===== src/rtl/qpsk_mapper_if.sv =====
// Stream interface between the interleaver bit source, the QPSK mapper and the IFFT/framing sink.
// master = mapper side (consumes bits, produces symbols); slave = surrounding environment.
interface qpsk_mapper_if #(
  parameter int DATA_W = 16
);
  logic                     data_in;
  logic                     valid_in;
  logic                     ready_out;
  logic signed [DATA_W-1:0] I_out;
  logic signed [DATA_W-1:0] Q_out;
  logic                     valid_out;
  logic                     ready_in;
  logic                     last_out;

  modport master (
    input  data_in, valid_in, ready_in,
    output ready_out, I_out, Q_out, valid_out, last_out
  );

  modport slave (
    output data_in, valid_in, ready_in,
    input  ready_out, I_out, Q_out, valid_out, last_out
  );
endinterface


===== src/rtl/qpsk_mapper.sv =====
// Gray-coded QPSK mapper: pairs serial bits into signed I/Q symbols with a registered
// output stage and a last-of-block flag every BLOCK_SYMS symbols.
//
//   state | meaning
//   BIT0  | waiting for first bit of a pair (drives I); always ready
//   BIT1  | first bit held in b0_q, waiting for second bit (drives Q) and a free output slot
module qpsk_mapper #(
  parameter int DATA_W     = 16,
  parameter int AMP        = 23170,
  parameter int BLOCK_SYMS = 96
) (
  input  logic          clk,
  input  logic          reset,
  qpsk_mapper_if.master bus
);

  localparam int                       CNT_W    = (BLOCK_SYMS > 1) ? $clog2(BLOCK_SYMS) : 1;
  localparam logic [CNT_W-1:0]         LAST_IDX = CNT_W'(BLOCK_SYMS - 1);
  localparam logic signed [DATA_W-1:0] POS      = DATA_W'(AMP);
  localparam logic signed [DATA_W-1:0] NEG      = DATA_W'(-AMP);

  typedef enum logic {BIT0, BIT1} state_t;

  state_t                   state_q;
  logic                     b0_q;
  logic [CNT_W-1:0]         sym_cnt_q;
  logic                     valid_q;
  logic                     last_q;
  logic signed [DATA_W-1:0] i_q;
  logic signed [DATA_W-1:0] q_q;

  logic                     ready_d;
  logic                     in_xfer;
  logic                     load;
  logic                     out_xfer;
  logic signed [DATA_W-1:0] i_d;
  logic signed [DATA_W-1:0] q_d;

  // BIT1 may only complete a pair when the output slot is empty or draining this cycle
  assign ready_d  = ~reset & ((state_q == BIT0) | ~valid_q | bus.ready_in);
  assign in_xfer  = bus.valid_in & ready_d;
  assign load     = in_xfer & (state_q == BIT1);
  assign out_xfer = valid_q & bus.ready_in;
  assign i_d      = b0_q ? NEG : POS;
  assign q_d      = bus.data_in ? NEG : POS;

  always_ff @(posedge clk or posedge reset) begin
    if (reset) begin
      state_q   <= BIT0;
      b0_q      <= 1'b0;
      sym_cnt_q <= '0;
      valid_q   <= 1'b0;
      last_q    <= 1'b0;
      i_q       <= '0;
      q_q       <= '0;
    end else begin
      case (state_q)
        BIT0: if (in_xfer) begin
          b0_q    <= bus.data_in;
          state_q <= BIT1;
        end
        BIT1: if (in_xfer) begin
          state_q <= BIT0;
        end
        default: state_q <= BIT0;
      endcase

      if (load) begin
        i_q       <= i_d;
        q_q       <= q_d;
        valid_q   <= 1'b1;
        last_q    <= (sym_cnt_q == LAST_IDX);
        sym_cnt_q <= (sym_cnt_q == LAST_IDX) ? '0 : sym_cnt_q + 1'b1;
      end else if (out_xfer) begin
        valid_q <= 1'b0;
      end
    end
  end

  assign bus.ready_out = ready_d;
  assign bus.I_out     = i_q;
  assign bus.Q_out     = q_q;
  assign bus.valid_out = valid_q;
  assign bus.last_out  = last_q;

endmodule


===== src/flat_wrapper.sv =====
// flat-port wrapper written by rule: the top's interface ports become plain ports
module qpsk_mapper_flat 
#(
  parameter int DATA_W     = 16,
  parameter int AMP        = 23170,
  parameter int BLOCK_SYMS = 96
)
  (clk, reset, bus_data_in, bus_valid_in, bus_ready_in, bus_ready_out, bus_I_out, bus_Q_out, bus_valid_out, bus_last_out);
  qpsk_mapper_if #(.DATA_W(DATA_W)) bus_i ();
  input  logic clk;
  input  logic reset;
  input wire logic [$bits(bus_i.data_in)-1:0] bus_data_in;
  input wire logic [$bits(bus_i.valid_in)-1:0] bus_valid_in;
  input wire logic [$bits(bus_i.ready_in)-1:0] bus_ready_in;
  output wire logic [$bits(bus_i.ready_out)-1:0] bus_ready_out;
  output wire logic [$bits(bus_i.I_out)-1:0] bus_I_out;
  output wire logic [$bits(bus_i.Q_out)-1:0] bus_Q_out;
  output wire logic [$bits(bus_i.valid_out)-1:0] bus_valid_out;
  output wire logic [$bits(bus_i.last_out)-1:0] bus_last_out;
  assign bus_i.data_in = bus_data_in;
  assign bus_i.valid_in = bus_valid_in;
  assign bus_i.ready_in = bus_ready_in;
  assign bus_ready_out = bus_i.ready_out;
  assign bus_I_out = bus_i.I_out;
  assign bus_Q_out = bus_i.Q_out;
  assign bus_valid_out = bus_i.valid_out;
  assign bus_last_out = bus_i.last_out;
  qpsk_mapper #(.DATA_W(DATA_W), .AMP(AMP), .BLOCK_SYMS(BLOCK_SYMS)) u_core (.clk(clk), .reset(reset), .bus(bus_i));
endmodule

===== config.mk =====
export PLATFORM = sky130hd
export DESIGN_NAME = qpsk_mapper_flat
export DESIGN_NICKNAME = d
export VERILOG_FILES = /design/src/rtl/qpsk_mapper_if.sv /design/src/rtl/qpsk_mapper.sv /design/src/flat_wrapper.sv
export SDC_FILE = /design/constraint.sdc
export NUM_CORES = 1
export LEC_CHECK = 0
export CAP_MARGIN = 10
export CORE_MARGIN = 8
export CORE_UTILIZATION = 46
export CTS_BUF_LIST = sky130_fd_sc_hd__clkbuf_8
export CTS_CLUSTER_DIAMETER = 30
export CTS_CLUSTER_SIZE = 25
export DETAILED_ROUTE_END_ITERATION = 8
export PLACE_DENSITY_LB_ADDON = 0.05
export REMOVE_ABC_BUFFERS = 1
export SLEW_MARGIN = 20
export SYNTH_ARGS = -nofsm -noshare
export SYNTH_HDL_FRONTEND = slang
export SYNTH_SLANG_ARGS = --single-unit

===== constraint.sdc =====
create_clock -name clk -period 2.6 [get_ports clk]
set_clock_uncertainty 0.15 [all_clocks]
set_input_delay 0.52 -clock clk [delete_from_list [all_inputs] [get_ports clk]]
set_output_delay 0.52 -clock clk [all_outputs]
set_load 0.05 [all_outputs]

**Yosys cells after proc, flatten, opt, wreduce, memory -nomap -nowiden**

Index checks and enable logic that the tools add are counted.

- Register bits after elaboration: 43
- Bits in latches: 0
- RAM bits: 0
- Bits in read-only memories: 0
- Bits of input ports: 5
- Logic and storage cells: 28
- Memories: 0

- Add/subtract/negate cells: 1
- Multiply operators: 0
- Divide/modulo/power cells: 0
- $lt $le $gt $ge: 0
- Equal/unequal tests: 1
- Shift operators: 0
- Mux-type cells: 8
- Bitwise logic cells: 9
- Reductions and logical operators: 2

Operator list:

| kind | count |
|---|---|
| $mux 16 | 2 |
| $add 7x1->7 const B | 1 |
| $eq 7x7->1 const B | 1 |
| $mux 7 | 1 |
| $and 1x1->1 | 4 |
| $mux 1 | 4 |
| $not 1->1 | 3 |
| $or 1x1->1 | 2 |
| $pmux 1 s2 | 1 |
| $reduce_and 2->1 | 1 |
| $reduce_bool 2->1 | 1 |

**Depth between registers and ports, before layout**

- Depth after elaboration: 7
- Mapped depth: 7

**Least setup slack after synthesis**

No wires, ideal clock.

- Kind: reg2reg
- Start point: register u_core.valid_q (netlist: u_core.bus.valid_out)
- End point: register u_core.q_q[13] (netlist: u_core.bus.Q_out[13])
- Arrival time: 2.446 ns
- Setup slack: -0.121 ns
- Cell stages (with the launch flop): 6
- Period minus slack after synthesis: 2.721 ns
- Cells stage by stage: dfrtp_1 -> a31oi_1 -> and2_1 -> ha_1 -> buf_4 -> mux2_2

- Cells in the longest elaborated chain, start to end: 6

Ends and longest elaborated chain:

| element | RTL line | source |
|---|---|---|
| start: declaration | qpsk_mapper.sv:27 | `logic valid_q;` |
| start signal: assignment | qpsk_mapper.sv:52 | `valid_q <= 1'b0;` |
| start signal: assignment | qpsk_mapper.sv:71 | `valid_q <= 1'b1;` |
| start signal: assignment | qpsk_mapper.sv:75 | `valid_q <= 1'b0;` |
| $not 1->1 | qpsk_mapper.sv:40 | `assign ready_d = ~reset & ((state_q == BIT0) \| ~valid_q \| bus.ready_in);` |
| $or 1x1->1 (2 in series) | qpsk_mapper.sv:40 |  |
| $and 1x1->1 | qpsk_mapper.sv:40 |  |
| via bus_ready_out | flat_wrapper.sv:15 | `output wire logic [$bits(bus_i.ready_out)-1:0] bus_ready_out;` |
| $and 1x1->1 | qpsk_mapper.sv:41 | `assign in_xfer = bus.valid_in & ready_d;` |
| $and 1x1->1 | qpsk_mapper.sv:42 | `assign load = in_xfer & (state_q == BIT1);` |
| via u_core.load | qpsk_mapper.sv:34 | `logic load;` |
| end signal: assignment | qpsk_mapper.sv:70 | `q_q <= q_d;` |
| end: declaration | qpsk_mapper.sv:30 | `logic signed [DATA_W-1:0] q_q;` |

The timed path passes the listed nets, and every way through them passes these cells.
A chain may end at the register's enable or synchronous reset.

==> out/metrics.yaml <==
cts:
  holdBufCountCts: 0
  cts_tree: "yes"
  clockRootBuffer: "clkbuf_8"
  clockBufferDepth: 2
  cts_resized: 0
  clk_pin_slew_worst_paths_ns: 0.06
  cts.sinks: 16
  numCtsBuffers: 3
  postCtsSetupRepairBufs: 0
  worst_skew_pair.late_latency_ns: 0.25
  h-tree-depth: 1
finish:
  antenna-diode-count: 0
  fin_nets: 113
  layout-drive-gt1-share_pct: 12.50
  area_delta_synth_final_pct: 30.00
  fin_area_sq_mm: 0.001204
  layout.cells.non_filler: 131
worst_setup_path:
  crit_family: "buffers and inverters"
  ff2ff_path_depth: 7
  cp.required_ns: 1.93
  path_buf_inv: 1
  path_max_fanout: 10
  worstSetupPathType: "flop to output port"
  slowest_delay_ns: 0.87
  critPathLaunchType: "flop"
  end_kind: "output port"
  path_cells: "clkdlybuf4s50_1"
  arrival_ns: 1.60
  cpMaxStageDelayCell: "clkdlybuf4s50_1"
  cp.depth: 1
timing:
  fmax_mhz: 441.4
  setup_violations: 0
  period_needed_ns: 2.266
  rsz0062_at_grt: "false"
  hold_violations: 0
  holdWs_ns: 0.3211
  fin_crit_sh_pct: 87.14
  slew-limit-headroom_pct: 59.93
  worst_pin_slew_ns: 0.6004
  finalMaxSlewViolations: 0
synth:
  syn_area_per_cell_sq_um: 10.52
  synth-async-reset-ratio_pct: 100.0
  synth_top_cell_by_area: "dfrtp_1"
  post-synth-top-count-cell: "buf_4"
  synth_area_leaders: "dfrtp_1 (43%), buf_4 (23%), mux2_2 (4.9%)"
  ys_seq_area_share_pct: 43.24
  netlist.area_leader.share_pct: 43.24
  synth_top_flop_cell: "dfrtp_1"
  syn_area_sq_um: 925.9
  ys_ff_latch: 16
  postSynthCellCount: 88
  synth_common_cells: "buf_4 (28), dfrtp_1 (16), inv_1 (7), mux2_2 (4), nand2b_1 (4)"
  yosys_warnings: 0
  yosys.cell_types.count: 22
  synth_edf_count: 0
place:
  portBuffers: 37
  gp_congestion: 0.7504
  dp.cells: 127
  place_hpwl_um: 1303
  placed_area_sq_mm: 0.001149
floorplan:
  design.die.area_sq_mm: 0.003705
  die_w_um: 60.87
  rows: 16
  start_util_pct: 48.18
  ios: 40
  die_h_um: 60.87
  coreArea_sq_mm: 0.001922
grt:
  track_usage_pct: 10.97
  antenna_found_initial: 0
  grt_pass1_wl_um: 2967
  grt_pass1_vias: 651
  grt_overflow: 0
  grt_start_max_net_pins: 17
status:
  outcome: "finished clean"
drt:
  wl_um: 1714
  remaining_drc_errors: 0
  ant_nets: 0
  vias: 590
  wl_per_cell_um: 13.08
  drtIter0Drc: 11
  via_per_inst: 4.504
  first_pass_iters: 3
worst_hold_path:
  min_path_type: "flop to flop"
  worstHoldPathCells: 1
flow_run:
  cap_violations: 0
[layout by cell type, fill, tap and decap left out, drive strengths merged, types with 3 or more instances in the layout]
cell	instances
clkdlybuf4s50	36
dfrtp	16
inv	7
mux2	5
nand2b	4
clkbuf	4
o21ai	3
mux2i	3
nand4	3
ha	3
buf	3
[cells by family after synthesis]
family	synth area share [%]
buf+inv	25.54
simple gates	10.14
fa+ha+maj	4.054
other cells	0.4050
mux	9.324
xor+xnor	1.892
flops	43.24
compound gates	5.406
[per-stage QoR]
step / util [%] / worst slack, ns / TNS, ns
floorplan: - / -1.100 / -22.07
global placement: 59.77 / 0.1619 / 0
detailed placement: 59.77 / 0.09680 / 0
CTS: 62.63 / 0.3126 / 0
global route: 62.63 / 0.1058 / 0
finish: 62.63 / 0.3344 / 0
[flip-flops by register name, indices dropped and copies added (netlist names)]
signal,cells
u_core.bus.Q_out,3
u_core.bus.I_out,2
u_core.state_q,1
u_core.bus.valid_out,1
u_core.sym_cnt_q,7
u_core.bus.last_out,1
u_core.b0_q,1
[routing by layer]
metal / part of all wire [%] / global-route usage [%]
met5: 0 / 0
met3: 11 / 7.415
met2: 48 / 18.55
met4: 0 / 2.990
met1: 40 / 10.66
[path summary, 6_finish.rpt]
| kind | end | slack [ns] | from |
|---|---|---|---|
| max reg2reg | u_core.sym_cnt_q[6] | 0.69 | u_core.state_q |
| min reg2reg | u_core.bus.I_out[14] | 0.32 | u_core.b0_q |
| max | bus_I_out[5] | 0.33 | u_core.bus.I_out[13] |
| min in group asynchronous | u_core.bus.Q_out[1] | 0.52 | reset |
| max in group asynchronous | u_core.bus.Q_out[13] | 1.39 | reset |
| min | u_core.bus.I_out[14] | 0.32 | u_core.b0_q |
[cell type report]
type                       instances  area [sq um]
inverter                           7         26.28
clock buffer                       4         55.05
timing repair buffer              39         395.4
sequential                        16         400.4
multi-input combinational         38         292.8
tap                               27         33.78
fill                             167         718.2
[worst reg2reg max path, cell delays in order (launching register included)]
cell     delay [ns]
dfrtp_1        0.40
a31oi_1        0.34
and2_1         0.21
ha_1           0.16
buf_4          0.16
nand2_1        0.10
o21ai_0        0.17
o31ai_1        0.09
Power is not shown: default switching activity piles up to over one toggle a cycle in this logic, so the estimate is an artifact.
